==> config.mk <==
export PLATFORM = sky130hd
export DESIGN_NAME = rv32_pipeline_ctrl
export DESIGN_NICKNAME = d
export VERILOG_FILES = /design/src/rtl/rv32_types.sv /design/src/rtl/rv32_fwd_unit.sv /design/src/rtl/rv32_pipeline_ctrl.sv
export SDC_FILE = /design/constraint.sdc
export NUM_CORES = 1
export LEC_CHECK = 0
export CORE_AREA = 2 2 210 161
export CTS_CLUSTER_SIZE = 30
export DETAILED_ROUTE_END_ITERATION = 7
export DIE_AREA = 0 0 212 163
export SETUP_SLACK_MARGIN = 0.3
export SLEW_MARGIN = 20
export SYNTH_ARGS = -nofsm -noshare
export SYNTH_HDL_FRONTEND = slang
export SYNTH_SLANG_ARGS = --single-unit
==> constraint.sdc <==
create_clock -name clk -period 6.1 [get_ports clk]
set_input_delay 1.22 -clock clk [delete_from_list [all_inputs] [get_ports clk]]
set_output_delay 1.22 -clock clk [all_outputs]
set_load 0.02 [all_outputs]
==> src/rtl/rv32_types.sv <==
// rv32_types: shared types and constants for the rv32 pipeline controller.
//   fwd_sel_t   operand source select (regfile, EX, MEM, WB)
//   RV_ZERO_REG architectural x0, which never takes part in a dependency
package rv32_types;
    typedef enum logic [1:0] {
        FWD_RF  = 2'd0,
        FWD_EX  = 2'd1,
        FWD_MEM = 2'd2,
        FWD_WB  = 2'd3
    } fwd_sel_t;
    localparam logic [4:0] RV_ZERO_REG = 5'd0;
endpackage

==> src/rtl/rv32_fwd_unit.sv <==
// rv32_fwd_unit: dependency match and forward select for one decode source register.
//   rs, use_rs                 source register and whether decode reads it
//   ex_/mem_/wb_rd, _we        destination and write-enable of the three producers
//   ex_match                   rs depends on the instruction in exec
//   any_match                  rs depends on any in-flight producer
//   sel                        youngest producer (EX > MEM > WB), regfile when forwarding is off
module rv32_fwd_unit
    import rv32_types::*;
#(
    parameter int FWD_EN = 1
) (
    input  logic [4:0] rs,
    input  logic       use_rs,
    input  logic [4:0] ex_rd,
    input  logic       ex_we,
    input  logic [4:0] mem_rd,
    input  logic       mem_we,
    input  logic [4:0] wb_rd,
    input  logic       wb_we,
    output logic       ex_match,
    output logic       any_match,
    output logic [1:0] sel
);
    logic live, mem_match, wb_match;
    fwd_sel_t src;
    assign live      = use_rs && rs != RV_ZERO_REG;
    assign ex_match  = live && ex_we && ex_rd == rs;
    assign mem_match = live && mem_we && mem_rd == rs;
    assign wb_match  = live && wb_we && wb_rd == rs;
    assign any_match = ex_match || mem_match || wb_match;
    assign src = FWD_EN == 0 ? FWD_RF :
                 ex_match    ? FWD_EX :
                 mem_match   ? FWD_MEM :
                 wb_match    ? FWD_WB : FWD_RF;
    assign sel = src;
endmodule

==> src/rtl/rv32_pipeline_ctrl.sv <==
// rv32_pipeline_ctrl: PC register, hazard/stall/flush priority and performance counters.
//   clk, resetn (sync, active-low)
//   instr_ready, exec_jump, exec_jump_addr, mem_stall, wb_valid      pipeline status
//   dec_rs1/2, dec_use_rs1/2, ex_*/mem_*/wb_* rd/we, ex_load         dependency inputs
//   pc, next_pc                                                      fetch PC, registered and next
//   fetch_stall, dec_stall, flush_fetch, flush_dec, bubble_ex        pipeline control
//   fwd1_sel, fwd2_sel, jump_misalign                                operand selects, misaligned jump
//   cnt_cycle, cnt_instret, cnt_stall, cnt_flush                     wrapping counters
module rv32_pipeline_ctrl
    import rv32_types::*;
#(
    parameter logic [31:0] RESET_PC = 32'h0000_0000,
    parameter int          FWD_EN   = 1,
    parameter int          CNT_W    = 32
) (
    input  logic             clk,
    input  logic             resetn,
    input  logic             instr_ready,
    input  logic             exec_jump,
    input  logic [31:0]      exec_jump_addr,
    input  logic [4:0]       dec_rs1,
    input  logic [4:0]       dec_rs2,
    input  logic             dec_use_rs1,
    input  logic             dec_use_rs2,
    input  logic [4:0]       ex_rd,
    input  logic             ex_we,
    input  logic             ex_load,
    input  logic [4:0]       mem_rd,
    input  logic             mem_we,
    input  logic [4:0]       wb_rd,
    input  logic             wb_we,
    input  logic             wb_valid,
    input  logic             mem_stall,
    output logic [31:0]      pc,
    output logic [31:0]      next_pc,
    output logic             fetch_stall,
    output logic             dec_stall,
    output logic             flush_fetch,
    output logic             flush_dec,
    output logic             bubble_ex,
    output logic [1:0]       fwd1_sel,
    output logic [1:0]       fwd2_sel,
    output logic             jump_misalign,
    output logic [CNT_W-1:0] cnt_cycle,
    output logic [CNT_W-1:0] cnt_instret,
    output logic [CNT_W-1:0] cnt_stall,
    output logic [CNT_W-1:0] cnt_flush
);
    logic       ex1, ex2, any1, any2, hazard, jump_taken, haz_taken, idle_fetch;
    logic [1:0] sel1, sel2;

    rv32_fwd_unit #(.FWD_EN(FWD_EN)) u_fwd1 (
        .rs(dec_rs1), .use_rs(dec_use_rs1),
        .ex_rd(ex_rd), .ex_we(ex_we), .mem_rd(mem_rd), .mem_we(mem_we),
        .wb_rd(wb_rd), .wb_we(wb_we),
        .ex_match(ex1), .any_match(any1), .sel(sel1)
    );

    rv32_fwd_unit #(.FWD_EN(FWD_EN)) u_fwd2 (
        .rs(dec_rs2), .use_rs(dec_use_rs2),
        .ex_rd(ex_rd), .ex_we(ex_we), .mem_rd(mem_rd), .mem_we(mem_we),
        .wb_rd(wb_rd), .wb_we(wb_we),
        .ex_match(ex2), .any_match(any2), .sel(sel2)
    );

    // With forwarding only a load in exec cannot be bypassed; without it every dependency waits.
    assign hazard = FWD_EN != 0 ? (ex1 || ex2) && ex_load : any1 || any2;

    // Each level is taken only when no higher-priority level holds; reset masks all of them.
    assign jump_taken = resetn && !mem_stall && exec_jump;
    assign haz_taken  = resetn && !mem_stall && !exec_jump && hazard;
    assign idle_fetch = resetn && !mem_stall && !exec_jump && !hazard && !instr_ready;

    assign fetch_stall   = (resetn && mem_stall) || haz_taken || idle_fetch;
    assign dec_stall     = (resetn && mem_stall) || haz_taken;
    assign bubble_ex     = haz_taken;
    assign flush_fetch   = jump_taken || idle_fetch;
    assign flush_dec     = jump_taken;
    assign jump_misalign = jump_taken && exec_jump_addr[1:0] != 2'b00;
    assign fwd1_sel      = resetn ? sel1 : FWD_RF;
    assign fwd2_sel      = resetn ? sel2 : FWD_RF;
    assign next_pc = !resetn    ? RESET_PC :
                     fetch_stall ? pc :
                     jump_taken  ? {exec_jump_addr[31:2], 2'b00} : pc + 32'd4;

    always_ff @(posedge clk) begin
        pc <= next_pc;
        if (!resetn) begin
            cnt_cycle   <= '0;
            cnt_instret <= '0;
            cnt_stall   <= '0;
            cnt_flush   <= '0;
        end else begin
            cnt_cycle   <= cnt_cycle + CNT_W'(1);
            cnt_instret <= cnt_instret + CNT_W'(wb_valid);
            cnt_stall   <= cnt_stall + CNT_W'(fetch_stall);
            cnt_flush   <= cnt_flush + CNT_W'(jump_taken);
        end
    end
endmodule

==> results.txt <==
----------------------------------------------------
[Place]
  HPWL Detailed ... 18,900 um
  Cell count after placement ... 1,622
  Last weighted congestion value of the routability-driven placer ... 0.864
  Post-Place Worst Slack ... 398 ps
  # port buffers ... 270
  Post-placement cell area ... 11,200 um^2

[Global route]
  Pin count of the biggest net entering global routing ... 83
  GRT Residual Overflow ... 0
  First-pass GRT wire length ... 40,800 um
  Number of antenna violations at the first check in global routing ... 0
  Via count of the first global-routing pass ... 7,249
  Combined global-route utilization of all metal layers ... 15.0%

[STA]
  Tightest slew margin relative to the limit ... 32.2%
  Setup skew after layout ... 11.3 ps
  Final-report max-slew violation count ... 0
  Number of hold violations in the final report ... 0
  Worst setup margin ... 420 ps
  Minimum clock period after layout ... 5680 ps
  Setup tns final ... 0 ps
  Maximum frequency from static timing analysis ... 176 MHz
  RSZ-0062 raised after global routing ... yes
  Share of the clock period used by the worst path ... 93.1%
  Actual slew at the worst max-slew pin ... 1010 ps
  Number of endpoints failing setup at the final stage ... 0

[Setup path]
  Crit-path max FO ... 21
  CP Capture Type ... output pin
  Count of cells along the worst register-to-register path ... 7
  Worst setup SP type ... primary input
  Setup CP Type ... in -> out
  Required time of the critical path ... 4880 ps
  Arr. time, crit path ... 4460 ps

[Route]
  WL/cell ... 15.8 um
  Number of DRC markers in iteration 0 ... 430
  Pre-antenna DRT Iters ... 4
  Via count ... 7,714
  Antenna violation net count after detailed routing ... 0
  Via density ... 4.66
  Final WL ... 26,100 um
  DRC violations left ... 0

[Logic synthesis]
  Number of flip-flops and latches in the synthesized netlist ... 160
  Post-synthesis instance total ... 932
  Cell area after synthesis ... 8020 um^2
  Post-synth EDFFs ... 0
  Number of distinct library cells after synthesis ... 57
  Primary FF master, synth ... sky130_fd_sc_hd__dfxtp_1
  Fraction of synthesized cell area taken by the top area cell type ... 39.9%
  Cell accounting for the most synthesized area ... sky130_fd_sc_hd__dfxtp_1
  Mean instance size in the synthesized netlist ... 8.61 um^2
  Top post-synthesis cells by area ... sky130_fd_sc_hd__dfxtp_1 (40%), sky130_fd_sc_hd__xor2_1 (8.6%), sky130_fd_sc_hd__nor2_1 (7.6%), sky130_fd_sc_hd__xnor2_1 (7.0%), sky130_fd_sc_hd__nand3_1 (4.1%)
  Net count after synthesis ... 1,010
  Async set-or-reset flop fraction in the synthesized netlist ... 0%
  Number of warnings issued by yosys ... 0
  Sequential element share of the synthesized area ... 39.9%

[Finish]
  Final instance count without filler cells ... 1,654
  Area growth from synthesis to final layout ... 46.8%
  NumNets Final ... 1,269
  Layout cells sized above 1 ... 6.31%
  Most used cells in the layout excluding fill and tap cells ... sky130_fd_sc_hd__clkdlybuf4s50_1 (268), sky130_fd_sc_hd__nor2_1 (161), sky130_fd_sc_hd__dfxtp_1 (160)
  ANT cells ... 0
  Register cell area after layout ... 3200 um^2
  Final Cell Area ... 11,800 um^2
  Filler instances ... 3,335
  Area of the multi-input gates ... 4580 um^2
  Most common cell after layout, fill and taps aside ... sky130_fd_sc_hd__clkdlybuf4s50_1

[Clocking]
  Number of levels the H-tree was split into ... 4
  CTS buffer count ... 17
  Clock buffer depth ... 2
  Count of clock tree sinks ... 160
  CTS tree ... yes
  Total of hold buffers inserted after clock tree synthesis ... 0
  Clk_lat worst skew ... 440 ps
  Postcts setup bufs ... 0
  Clock slew seen by the registers of the worst setup and hold paths ... 60 ps
  Clock tree root driver cell ... sky130_fd_sc_hd__clkbuf_16

[Floorplanning]
  Top-level I/O count ... 271
  Horizontal die dimension ... 212 um
  Total number of placement rows ... 58
  Std-Cell Core Area ... 32,700 um^2
  Die Outline Area ... 34,600 um^2
  Chip height ... 163 um
  Initial core utilization ... 24.5%

[Worst hold path]
  Worst hold path cell count ... 1
  Type of the worst min-delay path ... reg -> reg

[Status]
  Run status ... finished, final reports clean

[Power]
  Lkg Pwr ... 4.02 nW
  Worst ir drop on vdd ... 0.156 mV
  Power per unit of standard cell area ... 203 nW/um^2

[Flow run]
  Number of maximum-capacitance violations ... 0

----------------------------------------------------
==> critical path, cell delays in order <==
cell,delay [ps]
sky130_fd_sc_hd__clkdlybuf4s50_1,520
sky130_fd_sc_hd__or4_4,590
sky130_fd_sc_hd__o21ai_4,190
sky130_fd_sc_hd__nand4b_2,230
sky130_fd_sc_hd__a2111oi_4,120
sky130_fd_sc_hd__or2_1,260
sky130_fd_sc_hd__buf_6,190
sky130_fd_sc_hd__o31ai_1,430
sky130_fd_sc_hd__clkdlybuf4s50_1,690
==> timing repair <==
action                                 4_1_cts  5_1_grt
setup endpoints to repair                    0       22
gates resized for setup                      0        3
endpoints found under the hold margin        0        0
==> per-stage QoR <==
stage / total power, W / utilization (%) / hold slack [ps]
2_1_floorplan: 0.00121 / - / 516
3_5_place_dp: 0.00134 / 34.2 / 477
5_1_grt: 0.00249 / 36.0 / 528
6_report: 0.00239 / 36.0 / 492
3_3_place_gp: 0.00134 / 34.2 / 474
4_1_cts: 0.00243 / 35.9 / 493
==> where the power goes <==
part / internal [W] / switching (W)
clock network: 0.000591 / 0.000480
registers: 0.00106 / 0.0000187
logic: 0.000114 / 0.000129
==> final timing paths <==
path                                    from            to  slack, ps
worst max-delay path              dec_rs1[0]   next_pc[12]        420
worst min register to register  cnt_cycle[0]  cnt_cycle[0]        490
worst max register to register         pc[2]        pc[28]       3370
worst min-delay path            cnt_cycle[0]  cnt_cycle[0]        490
==> routing by layer <==
layer	vias up	global-route usage, %	wire [um]
met1	3619	20.3	12700
met3	16	5.67	2180
met4	0	4.48	283
li1	3829	-	-
met2	250	22.1	11000
met5	-	0	0
==> cells by family after synthesis <==
family | count (synthesis) | synth area share [%]
buf+inv | 55 | 2.99
simple gates | 443 | 28.1
compound gates | 122 | 12.0
xor+xnor | 143 | 15.6
fa+ha+maj | 9 | 1.40
flops | 160 | 39.9
==> area by class of cell <==
cell class              instances  area share [%]
repair buffers                279            23.7
clock inverters                13            1.06
well taps                     450            4.78
multi-input cells             717            38.9
clock buffers                  19            3.85
inverters                      16           0.531
flip-flops and latches        160            27.2
==> cells in the mapped netlist (all sizes together), types with 17 or more instances <==
library cell / count
xor2: 79
o31ai: 19
nand2: 44
dfxtp: 160
o311ai: 17
and2: 21
and3: 30
nand4: 32
xnor2: 64
nor3: 34
nand3: 65
clkbuf: 29
nor2: 162
a21oi: 35
==> registers in the layout, indices dropped and copies added (netlist names) <==
name / cells
pc: 32
cnt_stall: 32
cnt_instret: 32
cnt_flush: 32
cnt_cycle: 32
Power figures use the tool's default switching activity.
